`src/rtl/s2p_receiver.sv`:
```
// s2p_receiver: SPI mode-0 serial-to-parallel receiver with valid/ready output register.
// Frames are FL bits MSB first; the low WL bits are delivered with a sign-extension check.
module s2p_receiver #(
  parameter int WL   = 13,
  parameter int FL   = 16,
  parameter int SYNC = 2
) (
  input  logic          clk,
  input  logic          iRST,
  input  logic          en,
  input  logic          sclk,
  input  logic          cs_n,
  input  logic          sdi,
  input  logic          out_ready,
  output logic [WL-1:0] out_data,
  output logic          out_sign_err,
  output logic          out_valid,
  output logic          frame_err,
  output logic          overrun,
  output logic          busy
);
  localparam int CW = $clog2(FL + 1);
  typedef enum logic [1:0] {IDLE, SHIFT, WAIT_CS} state_t;
  state_t          r_state, w_next;
  logic [SYNC-1:0] r_sclk_s, r_cs_s, r_sdi_s, r_fill;
  logic            r_sclk_d, r_cs_d, r_arm;
  logic [CW-1:0]   r_cnt;
  logic [FL-1:0]   r_shift, w_frame;
  logic            w_sclk_rise, w_cs_fall, w_cs_rise, w_sdi, w_done, w_ferr, w_shift;
  logic [FL-WL:0]  w_top;
  always_ff @(posedge clk or posedge iRST)
    if (iRST) begin
      r_sclk_s <= '0;
      r_cs_s   <= '1;
      r_sdi_s  <= '0;
      r_fill   <= '0;
      r_sclk_d <= 1'b0;
      r_cs_d   <= 1'b1;
      r_arm    <= 1'b0;
    end else begin
      r_sclk_s <= {r_sclk_s[SYNC-2:0], sclk};
      r_cs_s   <= {r_cs_s[SYNC-2:0], cs_n};
      r_sdi_s  <= {r_sdi_s[SYNC-2:0], sdi};
      r_fill   <= {r_fill[SYNC-2:0], 1'b1};
      r_sclk_d <= r_sclk_s[SYNC-1];
      r_cs_d   <= r_cs_s[SYNC-1];
      r_arm    <= r_arm | (r_fill[SYNC-1] & r_cs_s[SYNC-1]);
    end
  // cs_n falls count only once it has been seen high after reset, so a held-low cs_n is ignored
  assign w_sclk_rise = r_sclk_s[SYNC-1] & ~r_sclk_d;
  assign w_cs_fall   = r_arm & r_cs_d & ~r_cs_s[SYNC-1];
  assign w_cs_rise   = r_cs_s[SYNC-1] & ~r_cs_d;
  assign w_sdi       = r_sdi_s[SYNC-1];
  assign w_frame     = {r_shift[FL-2:0], w_sdi};
  assign w_top       = w_frame[FL-1:WL-1];
  always_comb begin
    w_next  = r_state;
    w_done  = 1'b0;
    w_ferr  = 1'b0;
    w_shift = 1'b0;
    unique case (r_state)
      IDLE:    w_next = (w_cs_fall & en) ? SHIFT : IDLE;
      SHIFT:
        if (!en) w_next = IDLE;
        else if (w_cs_rise) begin
          w_next = IDLE;
          w_ferr = 1'b1;
        end else if (w_sclk_rise) begin
          w_shift = 1'b1;
          w_done  = (r_cnt == CW'(FL - 1));
          w_next  = w_done ? WAIT_CS : SHIFT;
        end
      WAIT_CS: w_next = (!en || w_cs_rise) ? IDLE : WAIT_CS;
      default: w_next = IDLE;
    endcase
  end
  always_ff @(posedge clk or posedge iRST)
    if (iRST) begin
      r_state      <= IDLE;
      r_cnt        <= '0;
      r_shift      <= '0;
      out_data     <= '0;
      out_sign_err <= 1'b0;
      out_valid    <= 1'b0;
      frame_err    <= 1'b0;
      overrun      <= 1'b0;
    end else begin
      r_state   <= w_next;
      r_cnt     <= (w_next == IDLE) ? '0 : r_cnt + CW'(w_shift);
      r_shift   <= w_shift ? w_frame : r_shift;
      frame_err <= w_ferr;
      overrun   <= w_done & out_valid & ~out_ready;
      if (w_done && (!out_valid || out_ready)) begin
        out_data     <= w_frame[WL-1:0];
        out_sign_err <= ~((&w_top) | ~(|w_top));
        out_valid    <= 1'b1;
      end else if (out_ready) out_valid <= 1'b0;
    end
  assign busy = (r_state != IDLE);
endmodule

```
`config.mk`:
```
export PLATFORM = sky130hd
export DESIGN_NAME = s2p_receiver
export DESIGN_NICKNAME = d
export VERILOG_FILES = /design/src/rtl/s2p_receiver.sv
export SDC_FILE = /design/constraint.sdc
export NUM_CORES = 1
export LEC_CHECK = 0
export CAP_MARGIN = 40
export CORE_AREA = 2 2 67 63
export DETAILED_ROUTE_END_ITERATION = 16
export DIE_AREA = 0 0 69 65
export PLACE_DENSITY = 0.75
export SLEW_MARGIN = 20
export SYNTH_ARGS = -nofsm -noshare
export SYNTH_HDL_FRONTEND = slang
export SYNTH_SLANG_ARGS = --single-unit
```
`constraint.sdc`:
```
create_clock -name clk -period 2.6 [get_ports clk]
set_clock_uncertainty 0.2 [all_clocks]
set_input_delay 0.39 -clock clk [delete_from_list [all_inputs] [get_ports clk]]
set_output_delay 0.39 -clock clk [all_outputs]
set_load 0.02 [all_outputs]
```
==> impl_metrics.toml <==
[placement]
place_ws_ns = 0.183
hpwl_microns = 2150
gp_congestion = 0.798
placed_cell_area_sq_um = 2250
dp_cells = 201
numPortBuffers = 24

[detailed_routing]
ant_nets = 0
drcViolationCount = 0
vias = 1072
drt-vias-per-instance = 5.13
totalWireLength_microns = 3010
dr.pass1.iters = 3
post_drt_wl_per_cell_microns = 14.4
drt_iter0_drc = 85

[setup_path]
reg2reg_slack_ns = 0.34
reg2reg_from = "r_state[1]"
cp.required_ns = 2.59
crit_fanout = 14
startpoint_type = "flop"
critPathArrivalTime_ns = 2.25
r2r.worst_path.cells = 5
crit-reg2reg-capture = "out_data[7]"
path_class = "flop to flop"
crit_path_end_kind = "flop"

[worst_hold_path]
hold-path-cell-count = 0
worstHoldStart = "r_sclk_s[0]"
whs_endpoint = "r_sclk_s[1]"
hold_class = "flop to flop"

[synthesis]
synth_nets = 136
yosys.area_share.adder_pct = 1.30
yosysSeqAreaShare_pct = 65.0
synth_top_area_cell = "dfrtp_1"
syn_area_per_cell_sq_um = 15.2
synth-edff-count = 0
synth_ff_type = "dfrtp_1"
async_reset_ff_share_pct = 100
ys_top_cells_by_area = "dfrtp_1 (61%), mux2_2 (11%), mux2_4 (7.0%), dfstp_2 (4.1%), nand4b_1 (1.4%)"
synth_xor_area_share_pct = 1.36
synth_top_family_by_area = "multiplexers"
synth.mux.area_fraction_pct = 18.6
yosys_warnings = 0
synth-seq-cells = 50
synth_cell_type_count = 32
synth_compound_area_share_pct = 2.07
syn_inst = 127
synth-simple-area-share_pct = 9.13
synth_top_area_share_pct = 60.9
syn-cell-area_sq_um = 1930

[global_routing]
antenna_found_initial = 0
grt_pass1_vias = 1121
overflow = 0
grt.total_usage_pct = 14.4
grt_pass1_wl_microns = 4910
grt_max_degree = 28

[layout]
layout.nets = 169
diodes = 0
instances_no_fill = 209
finish.utilization_pct = 60.6
final_cell_mix = "dfrtp_1 (47), clkdlybuf4s50_1 (24), mux2_2 (19), mux2_4 (9), clkbuf_8 (6)"
final_common_cell = "dfrtp_1"
area_delta_synth_final_pct = 21.0
final_area_sq_um = 2340
drive_gt1_share_pct = 28.6

[sta]
finalCritPeriodShare_pct = 86.8
fin_setup_tns_ns = 0
relSlewSlack_pct = 64.5
rsz0062_at_grt = "no"
hold_violations = 0
setup_ws_ns = 0.344
fmax_mhz = 443
fin_crit_ns = 2.26
tightest_slew_ns = 0.532
finalSetupViolations = 0
whs_ns = 0.155
drv_slew = 0

[power]
peakVddDrop_mv = 0.388
p_total_mw = 1.32
p_per_area_nw_per_um2 = 563
p_leak_nw = 1.15

[run]
maxCapViolCount = 0

[die]
initial_utilization_pct = 50.1
die_y_microns = 65
die_w_microns = 69
core_area_sq_um = 3850
num_io_pins = 25
rows = 22
dieArea_sq_um = 4490

[clock_network]
cts_buffers = 5
postCtsHoldBufs = 0
cts_tree = "built"
clkSinkCount = 50
htreeDepth = 2
worst_skew_pair.late_latency_ns = 0.30
cts-root-buf = "clkbuf_8"
clk_path_buf_depth = 2
clk_pin_slew_ns = 0.09
cts.repair.resized = 0
post_cts_buffers = 0

[status]
status = "completed"
## cells in the mapped netlist (2+ instances only)
master	instances
dfrtp_1	47
mux2_2	19
mux2_4	9
inv_1	6
nor2_1	5
nand2_1	4
dfstp_2	3
nand2b_1	3
nand3_1	3
nand4b_1	3
ha_1	2
nor4_1	2
xor2_1	2
## final cells by class
| type | instances | area [sq um] |
|---|---|---|
| clock inverters | 1 | 5.00 |
| clock buffers | 7 | 86.3 |
| fillers | 305 | 1520 |
| repair buffers | 29 | 278 |
| inverters | 6 | 22.5 |
| flip-flops and latches | 50 | 1250 |
| well taps | 48 | 60.1 |
| multi-input cells | 68 | 631 |
## how the worst max path moves through the flow
stage,from,to,slack (ns),cells past startpoint
6_report,r_state[1],out_data[7],0.34,5
5_1_grt,r_cs_s[1],r_cnt[4],0.26,9
4_1_cts,r_state[1],out_data[7],0.34,5
3_5_place_dp,en,out_data[7],0.18,5
3_3_place_gp,en,out_data[0],0.22,5
2_1_floorplan,r_cs_d,out_data[0],0.32,6
## where the power goes
group	internal (mW)	switching (mW)
clock network	0.215	0.244
registers	0.794	0.00989
logic	0.0249	0.0286
## registers in the layout (all words and copies together) (netlist names), 2 cells and up
| name | flops |
|---|---|
| r_shift | 15 |
| out_data | 13 |
| r_cnt | 5 |
| r_cs_s | 2 |
| r_fill | 2 |
| r_sclk_s | 2 |
| r_sdi_s | 2 |
| r_state | 2 |
## critical path, stage by stage, from the launching register on
cell and delay (ns):
dfrtp_1 0.46, and4bb_1 0.34, nand3_4 0.08, or4b_1 0.51, buf_4 0.23, mux2_4 0.31
## routing by layer
layer,routed length [microns],share of wire [%],GRT usage [%]
met1,1290,43,16.0
met2,1530,51,24.8
met3,135,4.5,5.29
met4,47,1.6,6.37
met5,0,0,0
## cell families after synthesis
family | Yosys count
AND/OR/NAND/NOR | 27
other | 1
multiplexers | 29
buffers and inverters | 9
AO/OA/AOI/OAI | 6
flip-flops | 50
adder cells (fa/ha/maj) | 2
XOR/XNOR | 3
(Power assumes the default switching activity.)
==> variant: new RTL, same flow settings <==
The parameter `SYNC` goes from 2 to 4.
--- a/src/rtl/s2p_receiver.sv
+++ b/src/rtl/s2p_receiver.sv
@@ -3,7 +3,7 @@
 module s2p_receiver #(
   parameter int WL   = 13,
   parameter int FL   = 16,
-  parameter int SYNC = 2
+  parameter int SYNC = 4
 ) (
   input  logic          clk,
   input  logic          iRST,
Function: changed (a bounded check fails within 10 cycles, from zero or initial values and one cycle with iRST high).
==> variant against the original RTL <==
Combinational power rose by 10%; critical path type is now flop to output pin; wire length rose by 2.6%; cell area rose by 13%; worst setup slack improved by 0.054 ns; die area did not move; sequential cell count rose by 8; total power rose by 34%; highest routed layer unchanged; hold slack barely moved; sequential share of layout area rose by 1.6 points; synthesized area rose by 12%; global-route usage rose by 1.6 points; largest power group unchanged; fmax rose by 2.5%; count of clock-buffer cells in the layout rose by 3.
==> variant: results (changes against the original RTL) <==
Run status
  – Status: completed

Routing
  – DR iter-0 viols: 62 (-27%)
  – First drt pass iteration count: 4 (+1)
  – Post-Route WL: 3080 um (+2.6%)
  – Met1 WL: 1430 um (+11%)
  – DR top layer: met4
  – Wire length on met3: 133 um (-1.5%)
  – Post-DR vias/cell: 5.20 (+1.4%)
  – Met2 Routed Length: 1500 um (-1.9%)

CTS
  – Post-CTS sizing: 0 (unchanged)
  – H-tree levels: 3 (+1)
  – CTS Buf Count: 9 (+4)
  – Clock transition at the registers of the reported paths: 0.06 ns (-0.03 ns)
  – Worst skew pair latency: 0.31 ns
  – Root buf cell: clkbuf_8
  – Clock Path Buffers: 2 (unchanged)
  – Setup Buffers After CTS: 0 (unchanged)

Place
  – Placed cell area: 2450 um2 (+9.2%)
  – IO buf count: 24 (unchanged)
  – Gpl congestion: 0.676 (-15%)
  – Setup Slack @ Placement: 0.135 ns (-0.0489 ns)
  – Placed cells: 206 (+2.5%)
  – Post-detail-place hpwl: 2040 um (-5.4%)

Final layout
  – Post-route cell area: 2640 um2 (+13%)
  – Top Registers: r_shift x15, out_data x13, r_cnt x5
  – Final-layout fill cell count: 256 (-16%)
  – Diode count: 0 (unchanged)
  – Final net count: 178 (+5.3%)
  – Final non-filler cell total: 222 (+6.2%)
  – Layout cells sized above 1: 29.9% (+1.3 points)

Global routing
  – Met3 Track Usage GR: 5.75% (+0.47 points)
  – GR Util met2: 25.2% (+0.48 points)
  – Met1 Use GR: 20.4% (+4.3 points)
  – Vias in the first global route: 1,260 (+12%)
  – Largest net degree at the start of global routing: 59 (+110%)
  – GRT Residual Overflow: 0 (unchanged)
  – First-pass GRT wire length: 5490 um (+12%)
  – Initial antenna violation count: 0 (unchanged)
  – Tot GR Track Use: 16.0% (+1.6 points)

Synthesis
  – Top cells by count, synth: 53 x dfrtp_1, 16 x mux2_2, 8 x mux2_4
  – Main synth FF type: dfrtp_1
  – Asr flop ratio synth: 100% (unchanged)
  – Sequential fraction of the synthesis area: 67.3% (+2.3 points)
  – Mapped Cells: 135 (+6.3%)
  – Warnings, synthesis: 0 (unchanged)
  – Post-Syn Nets: 144 (+5.9%)
  – Area contributors post-synth: dfrtp_1 61%, mux2_2 8.3%, dfstp_2 6.1%
  – Synth cell types: 32 (unchanged)

Power and ir drop
  – Sw power: 369 uW (+31%)
  – VDD IR-drop max: 0.557 mV (+44%)
  – Leak: 0.00130 uW (+13%)

Worst setup path
  – Crit path DAT: 1.61 ns (-0.64 ns)
  – Crit path max-delay cell type: clkdlybuf4s50_1
  – CP max stage delay: 0.54 ns (+0.03 ns)
  – Worst Path Max Fanout: 6 (-8)
  – CP top delay family: buffers and inverters

Worst hold path
  – HP Class: flop to flop
## variant: cell count changes in the layout (fill, tap and decap cells not counted), moves of 2 or more
cell and delta:
dfrtp_1 +6, buf_4 -4, dfstp_2 +2, mux2_2 -3, nor4_4 +2, mux2_1 +5, clkinv_2 +3, clkbuf_8 +3
## variant: power by group through the flow
stage / Sequential [uW] / Clock (uW) / Combinational (uW)
floorplan: 952 / 0 / 37.2
global placement: 954 / 0 / 58.0
detailed placement: 956 / 0 / 60.7
CTS: 941 / 777 / 60.5
global route: 943 / 839 / 66.4
finish: 941 / 760 / 59.1
## variant: cell type report
class | count | area share, %
repair buffers | 26 | 10.2
inverters | 5 | 0.712
multi-input cells | 69 | 24.6
well taps | 48 | 2.28
clock inverters | 6 | 2.18
flip-flops and latches | 58 | 55.3
clock buffers | 10 | 4.84
## variant: cells by family after synthesis
group | share of synthesized area [%]
flops | 67.3
buf+inv | 2.83
simple gates | 9.47
xor+xnor | 1.21
mux | 16.5
other cells | 0.173
fa+ha+maj | 1.15
compound gates | 1.44
## variant: path summary, 6_finish.rpt
kind                                       startpoint                 endpoint  slack (ns)  cells after the start
worst max-delay path             r_state[0]$_DFF_PP0_                     busy        0.40                      2
worst min-delay path            r_sclk_s[0]$_DFF_PP0_    r_sclk_s[1]$_DFF_PP0_        0.15                      0
worst max register to register       r_cs_d$_DFF_PP1_       r_cnt[4]$_DFF_PP0_        0.41                      9
worst min register to register  r_sclk_s[0]$_DFF_PP0_    r_sclk_s[1]$_DFF_PP0_        0.15                      0
max in group asynchronous                        iRST         r_cs_d$_DFF_PP1_        1.66                      3
min in group asynchronous                        iRST  out_data[5]$_DFFE_PP0P_        0.24                      3
